File: src/rtl/seq_gen.sv
// Serial bit-sequence generator: shifts a loaded pattern out LSB-first (optionally repeated)
// or emits a 16-bit Fibonacci LFSR stream seeded from the load word.
module seq_gen #(
    parameter int WIDTH = 16
) (
    input  logic             clk,
    input  logic             rst,
    input  logic             load,
    input  logic [WIDTH-1:0] data,
    input  logic             mode,
    input  logic [3:0]       reps,
    input  logic             abort,
    output logic             outp,
    output logic             out_valid,
    output logic             ready,
    output logic             busy,
    output logic             done
);

    localparam int BW = (WIDTH > 1) ? $clog2(WIDTH) : 1;
    localparam logic [BW-1:0] LAST_BIT = BW'(WIDTH - 1);

    typedef enum logic [1:0] {
        S_IDLE  = 2'd0,
        S_SHIFT = 2'd1,
        S_DONE  = 2'd2
    } state_t;

    state_t           state_q;
    logic [WIDTH-1:0] sr_q;
    logic [WIDTH-1:0] pat_q;
    logic [BW-1:0]    bcnt_q;
    logic [3:0]       rcnt_q;
    logic             mode_q;

    logic [WIDTH-1:0] shift_d;
    logic [WIDTH-1:0] seed_d;
    logic             mode_d;

    // The LFSR taps only exist for the 16-bit case; other widths are pattern-only.
    generate
        if (WIDTH == 16) begin : g_lfsr
            logic fb;
            assign fb      = sr_q[0] ^ sr_q[2] ^ sr_q[3] ^ sr_q[5];
            assign shift_d = mode_q ? {fb, sr_q[WIDTH-1:1]} : {1'b0, sr_q[WIDTH-1:1]};
            assign seed_d  = (mode && (data == '0)) ? 16'hACE1 : data;
            assign mode_d  = mode;
        end else begin : g_plain
            assign shift_d = {1'b0, sr_q[WIDTH-1:1]};
            assign seed_d  = data;
            assign mode_d  = 1'b0;
        end
    endgenerate

    always_ff @(posedge clk) begin
        if (rst) begin
            state_q <= S_IDLE;
            sr_q    <= '0;
            pat_q   <= '0;
            bcnt_q  <= '0;
            rcnt_q  <= '0;
            mode_q  <= 1'b0;
        end else begin
            case (state_q)
                S_IDLE: begin
                    if (load) begin
                        sr_q    <= seed_d;
                        pat_q   <= data;
                        rcnt_q  <= reps;
                        bcnt_q  <= '0;
                        mode_q  <= mode_d;
                        state_q <= S_SHIFT;
                    end
                end
                S_SHIFT: begin
                    if (abort) begin
                        state_q <= S_IDLE;
                    end else if (bcnt_q == LAST_BIT) begin
                        if (rcnt_q != 4'd0) begin
                            // Next block starts immediately; the LFSR keeps running across blocks.
                            rcnt_q <= rcnt_q - 4'd1;
                            bcnt_q <= '0;
                            sr_q   <= mode_q ? shift_d : pat_q;
                        end else begin
                            sr_q    <= shift_d;
                            state_q <= S_DONE;
                        end
                    end else begin
                        bcnt_q <= bcnt_q + 1'b1;
                        sr_q   <= shift_d;
                    end
                end
                S_DONE: begin
                    state_q <= S_IDLE;
                end
                default: begin
                    state_q <= S_IDLE;
                end
            endcase
        end
    end

    assign outp      = (state_q == S_SHIFT) && sr_q[0];
    assign out_valid = (state_q == S_SHIFT);
    assign busy      = (state_q == S_SHIFT);
    assign ready     = (state_q == S_IDLE);
    assign done      = (state_q == S_DONE);

endmodule

File: config.mk
export PLATFORM = sky130hd
export DESIGN_NAME = seq_gen
export DESIGN_NICKNAME = d
export VERILOG_FILES = /design/src/rtl/seq_gen.sv
export SDC_FILE = /design/constraint.sdc
export NUM_CORES = 1
export LEC_CHECK = 0
export BUFFER_PORTS_ARGS = -buffer_cell sky130_fd_sc_hd__buf_2
export CORE_ASPECT_RATIO = 1.5
export CORE_MARGIN = 1
export CORE_UTILIZATION = 45
export CTS_CLUSTER_SIZE = 16
export DETAILED_ROUTE_END_ITERATION = 10
export SKIP_LAST_GASP = 1
export SLEW_MARGIN = 20
export SYNTH_ARGS = -nofsm -noshare
export SYNTH_HDL_FRONTEND = slang
export SYNTH_SLANG_ARGS = --single-unit
export TNS_END_PERCENT = 20
File: constraint.sdc
create_clock -name clk -period 2.13 [get_ports clk]
set_clock_uncertainty 0.15 [all_clocks]
set_input_delay 0.426 -clock clk [delete_from_list [all_inputs] [get_ports clk]]
set_output_delay 0.426 -clock clk [all_outputs]
set_load 0.02 [all_outputs]
# --- Word-level counts from Yosys, hierarchy flattened ---
# Index checks and enable logic that the tools add are counted.
op_classes:
  addsub: 2
  n_eq_ne: 10
  muxes: 23
  bitwise_logic: 3
  reduce_logical: 11
op_table:
  columns: ["operator", "count"]
  rows:
  - ["2-to-1 mux 16 bit", 7]
  - ["2-to-1 mux 4 bit", 8]
  - ["one-hot mux 16 bit (2 select lines)", 1]
  - ["logical NOT 16 bit", 1]
  - ["one-hot mux 4 bit (2 select lines)", 2]
  - ["2-to-1 mux 2 bit", 4]
  - ["!= test 3 x 2 -> 1 bit (second input constant)", 2]
  - ["AND reduction 3 bit", 2]
  - ["AND reduction 5 bit", 1]
  - ["adder 4 x 1 -> 4 bit (second input constant)", 1]
  - ["equality test 4 bit (second input constant)", 1]
  - ["!= test 2 x 1 -> 1 bit (second input constant)", 2]
  - ["!= test 2 bit (second input constant)", 2]
  - ["one-hot mux 2 bit (2 select lines)", 1]
  - ["AND reduction 4 bit", 1]
  - ["nonzero test 4 bit", 1]
  - ["subtractor 4 x 1 -> 4 bit (second input constant)", 1]
  - ["!= test 3 bit (second input constant)", 1]
  - ["XOR 1 bit", 3]
  - ["equality test 2 x 1 -> 1 bit (second input constant)", 1]
  - ["equality test 2 bit (second input constant)", 1]
  - ["logical AND 1 bit", 2]
  - ["logical NOT 2 bit", 1]
  - ["AND reduction 2 bit", 1]
  - ["nonzero test 2 bit", 1]
totals:
  register_bits: 43
  inputBits: 25
  output_inout_bits: 5
  wordCells: 55

# --- Depth between registers and ports, before layout ---
logic_depth:
  depth_word: 9
  mapped_depth: 8
  ltp_nobuf: 6

# --- Worst setup path after synthesis ---
# No wires, ideal clock.
synth_path:
  path_kind: "register to output"
  from: "register state_q[1]"
  to: "output outp"
  arrival_ns: 1.363
  t_required_ns: 1.554
  slack_ns: 0.191
  path_stages_with_launch: 5
  path_buffers: 1
  cell_sequence: "dfxtp_1 nand2b_1 clkinv_1 buf_1 and2_1"
synth_via:
  elab_chain_len: 2
synth_lines:
  columns: ["element", "line_no", "rtl"]
  rows:
  - ["from (decl)", "29", "state_t state_q;"]
  - ["from (signal assigned)", "57", "state_q <= S_IDLE;"]
  - ["from (signal assigned)", "72", "state_q <= S_SHIFT;"]
  - ["from (signal assigned)", "77", "state_q <= S_IDLE;"]
  - ["equality test 2 x 1 -> 1 bit", null, null]
  - ["named net busy", "16", "output logic busy,"]
  - ["logical AND 1 bit", "103", "assign outp = (state_q == S_SHIFT) && sr_q[0];"]
  - ["to (decl)", "13", "output logic outp,"]
# The timed path passes the listed nets, and every way through them passes these cells.

# --- Final worst setup path ---
layout_path:
  from: "register rcnt_q[0]"
  to: "register sr_q[2]"
layout_via:
  elab_chain_len: 5
layout_lines:
  columns: ["element", "line_no", "rtl"]
  rows:
  - ["from (decl)", "33", "logic [3:0] rcnt_q;"]
  - ["from (signal assigned)", "69", "rcnt_q <= reps;"]
  - ["from (signal assigned)", "81", "rcnt_q <= rcnt_q - 4'd1;"]
  - ["nonzero test 4 bit", "79", "if (rcnt_q != 4'd0) begin"]
  - ["2-to-1 mux 16 bit", "79", null]
  - ["2-to-1 mux 16 bit", "78", "end else if (bcnt_q == LAST_BIT) begin"]
  - ["2-to-1 mux 16 bit", "76", "if (abort) begin"]
  - ["one-hot mux 16 bit (2 select lines)", "64", "case (state_q)"]
  - ["to (signal assigned)", "83", "sr_q <= mode_q ? shift_d : pat_q;"]
  - ["to (signal assigned)", "85", "sr_q <= shift_d;"]
  - ["to (signal assigned)", "90", "sr_q <= shift_d;"]
  - ["to (decl)", "30", "logic [WIDTH-1:0] sr_q;"]
# No other way between the ends. The select of a mux whose other input is x is not followed.
# A chain may end at the register's enable or synchronous reset.

==> flow_metrics.py <==
metrics = {
    "clock_tree": {
        "cts_setup_buffers": 0,
        "clock-sinks": 43,
        "cts_tree": "built",
        "cts_buffer_depth": 2,
        "cts_root_buf": "clkbuf_8",
        "htreeDepth": 2,
        "clk_latency_ns": 0.30,
        "cts_made_buffers": 5,
        "clkSlewWorstSetupHoldPaths_ns": 0.09,
        "hold_buffers": 0,
    },
    "placed_design": {
        "place_congestion": 0.748,
        "hpwl_mm": 3.95,
        "portBuffers": 29,
        "place_ws_ns": 0.0739,
        "place_area_um2": 2490,
        "dpl.cell_count": 350,
    },
    "routing": {
        "post-route-drc-count": 0,
        "vias": 2083,
        "ant_nets": 0,
        "drtIter0Drc": 94,
        "wire_per_inst_um": 16.2,
        "viasPerCell": 5.82,
        "wirelength_mm": 5.80,
        "firstDrtPassIters": 5,
    },
    "sta": {
        "slew_violations": 0,
        "min_period_ns": 2.06,
        "period_share_pct": 96.5,
        "worst_slew_pin_slew_ns": 0.568,
        "max_freq_mhz": 486,
        "hold_violations": 0,
        "hold_ws_ns": 0.228,
        "maxSlewHeadroom_pct": 62.2,
        "fin_tns_setup_ns": 0,
        "rsz0062_at_grt": "true",
        "finalWorstSetupSlack_ns": 0.0741,
        "setup_viol": 0,
    },
    "critical_path": {
        "required_ns": 2.17,
        "r2r_end": "sr_q[2]",
        "r2r_start": "rcnt_q[0]",
        "arrival_ns": 2.09,
        "cpPeakStageDelay_ns": 0.42,
        "crit_slowest_cell": "or3_1",
        "worstRegToRegCells": 7,
        "critPathKind": "reg2reg",
        "crit_chain": "inv_1 -> ha_1 -> nor3b_2 -> or3_1 -> buf_12 -> a211oi_1 -> o41ai_1",
        "rrSetupSlack_ns": 0.07,
        "crit_path_end_kind": "register",
        "critPathLaunchType": "register",
        "crit_fanout": 14,
    },
    "floorplan": {
        "fp.dieW_um": 59.4,
        "rows": 31,
        "io-pin-count": 30,
        "initial_core_util_pct": 46.6,
        "die_h_um": 88.1,
        "die_area_um2": 5230,
        "fp.coreArea_um2": 4770,
    },
    "layout": {
        "nets": 318,
        "fill_cells": 477,
        "mostFrequentLayoutCells": "dfxtp_1 (43), nand2_1 (37), buf_2 (29)",
        "layout_commonest_cell": "dfxtp_1",
        "fin_util_pct": 55.2,
        "areaGrowthSynthToFinish_pct": 18.3,
        "finalInstanceArea_um2": 2630,
        "drive_gt1_share_pct": 21.2,
        "diodes": 0,
        "layoutNonFillerInstCount": 358,
    },
    "worst_hold_path": {
        "min_path_type": "in2reg",
        "hold_depth": 3,
        "min_from": "mode",
        "whs_endpoint": "mode_q",
    },
    "yosys": {
        "ys_types": 51,
        "synthesis.area_um2": 2220,
        "yosys_warnings": 0,
        "synth_area_per_cell_um2": 8.56,
        "seq_area_frac_synth_pct": 38.7,
        "async_reset_ff_share_pct": 0,
        "synth-edff-count": 0,
        "synth_ff_type": "dfxtp_1",
        "synthesis.nets": 287,
        "synth_cells": 260,
        "ys_seq_elements": 43,
    },
    "global_routing": {
        "grt_pass1_vias": 1920,
        "grt_pass1_wl_mm": 9.16,
        "busiest_layer": "met2",
        "antenna_found_initial": 0,
        "grt_util_met1_pct": 27.8,
        "grt_max_degree": 43,
        "grt_util_met2_pct": 43.1,
        "grt_overflow": 0,
        "gr-usage-all-layers_pct": 23.7,
        "grt_util_met3_pct": 3.25,
    },
    "power": {
        "ir_drop_mv": 0.621,
        "p_sw_mw": 0.523,
        "p_per_area_nw_per_um2": 761,
        "p_sw_share_pct": 26.1,
        "p_leak_nw": 1.04,
        "seq_power_share_pct": 45.0,
        "total_power_mw": 2.00,
        "p_int_mw": 1.48,
        "p_comb_share_pct": 17.7,
        "pwr-share-clk_pct": 37.3,
    },
    "run_status": {
        "status": "finished, final reports clean",
    },
    "job": {
        "drv_cap": 0,
    },
}
power groups by stage:
stage	Sequential, mW	Combinational (mW)	Clock (mW)
4_1_cts	0.900	0.354	0.761
2_1_floorplan	0.908	0.231	0
5_1_grt	0.907	0.390	0.789
3_3_place_gp	0.919	0.349	0
3_5_place_dp	0.919	0.352	0
6_report	0.901	0.355	0.746
cells by family after synthesis:
family | after synthesis | synth area share, %
and+or+nand+nor | 98 | 24.0
AOI/OAI and AO/OA | 77 | 25.0
DFF | 43 | 38.7
buffers and inverters | 30 | 6.86
muxes | 6 | 2.70
adders and majority gates | 2 | 1.12
xor gates and xnor gates | 4 | 1.58
flip-flops by register name, summed over array words and instances (netlist names):
signal   flops
state_q      2
mode_q       1
bcnt_q       4
sr_q        16
rcnt_q       4
pat_q       16
how the worst max path moves through the flow:
stage / start / end / slack, ns
final: rcnt_q[0] / sr_q[2] / 0.07
after detailed placement: data[2] / sr_q[11] / 0.07
after global placement: rcnt_q[0] / sr_q[1] / 0.13
after CTS: state_q[1] / outp / 0.08
after floorplan: state_q[1] / outp / 0.19
after global routing: rcnt_q[0] / sr_q[1] / -0.02
metal layers:
layer / wire length [um] / vias up
li1: - / 1019
met1: 2490 / 1004
met2: 3030 / 52
met3: 180 / 8
met4: 99 / 0
met5: 0 / -
synth_stat cells, types with 2 or more instances:
| cell | instances | area, um2 |
|---|---|---|
| a211oi_1 | 8 | 60.1 |
| o21ai_0 | 6 | 30.0 |
| o41ai_1 | 9 | 78.8 |
| buf_4 | 4 | 30.0 |
| nand2b_1 | 3 | 18.8 |
| mux2i_1 | 6 | 60.1 |
| buf_1 | 2 | 7.51 |
| ha_1 | 2 | 25.0 |
| a221oi_1 | 6 | 52.6 |
| nor4b_1 | 10 | 87.6 |
| nor4_1 | 5 | 31.3 |
| nor2_1 | 15 | 56.3 |
| xnor2_1 | 3 | 26.3 |
| nor3_1 | 3 | 15.0 |
| clkbuf_1 | 8 | 30.0 |
| or3_1 | 2 | 12.5 |
| nand2_1 | 37 | 139 |
| nand3_1 | 2 | 10.0 |
| inv_1 | 8 | 30.0 |
| a2111oi_0 | 2 | 17.5 |
| nand3b_1 | 9 | 67.6 |
| a21oi_1 | 26 | 130 |
| and2_1 | 2 | 12.5 |
| dfxtp_1 | 43 | 861 |
| buf_2 | 5 | 25.0 |
| a211oi_2 | 4 | 50.1 |
| o21bai_1 | 6 | 45.0 |
cell type report:
cell class                      instances  area (um2)  share of cell area, %
Inverter                                9        33.8                   1.28
Clock inverter                          2        60.1                   2.28
Multi-Input combinational cell        187        1220                   46.3
Clock buffer                            6        72.6                   2.76
Timing Repair Buffer                   45         303                   11.5
Sequential cell                        43         861                   32.7
Tap cell                               66        82.6                   3.14
worst max-delay path, delay by kind of cell, from the launching register on:
family,cells,cell delay (ns)
AND/OR/NAND/NOR,2,0.58
flip-flops,1,0.34
buffers and inverters,2,0.26
adder cells (fa/ha/maj),1,0.21
AO/OA/AOI/OAI,2,0.40
what timing repair did:
item / 4_1_cts / 5_1_grt
setup endpoints to repair: 0 / 4
hold endpoints to repair: 0 / 0
resized for setup: 0 / 1
No activity file was read; power rests on OpenSTA's default activity.
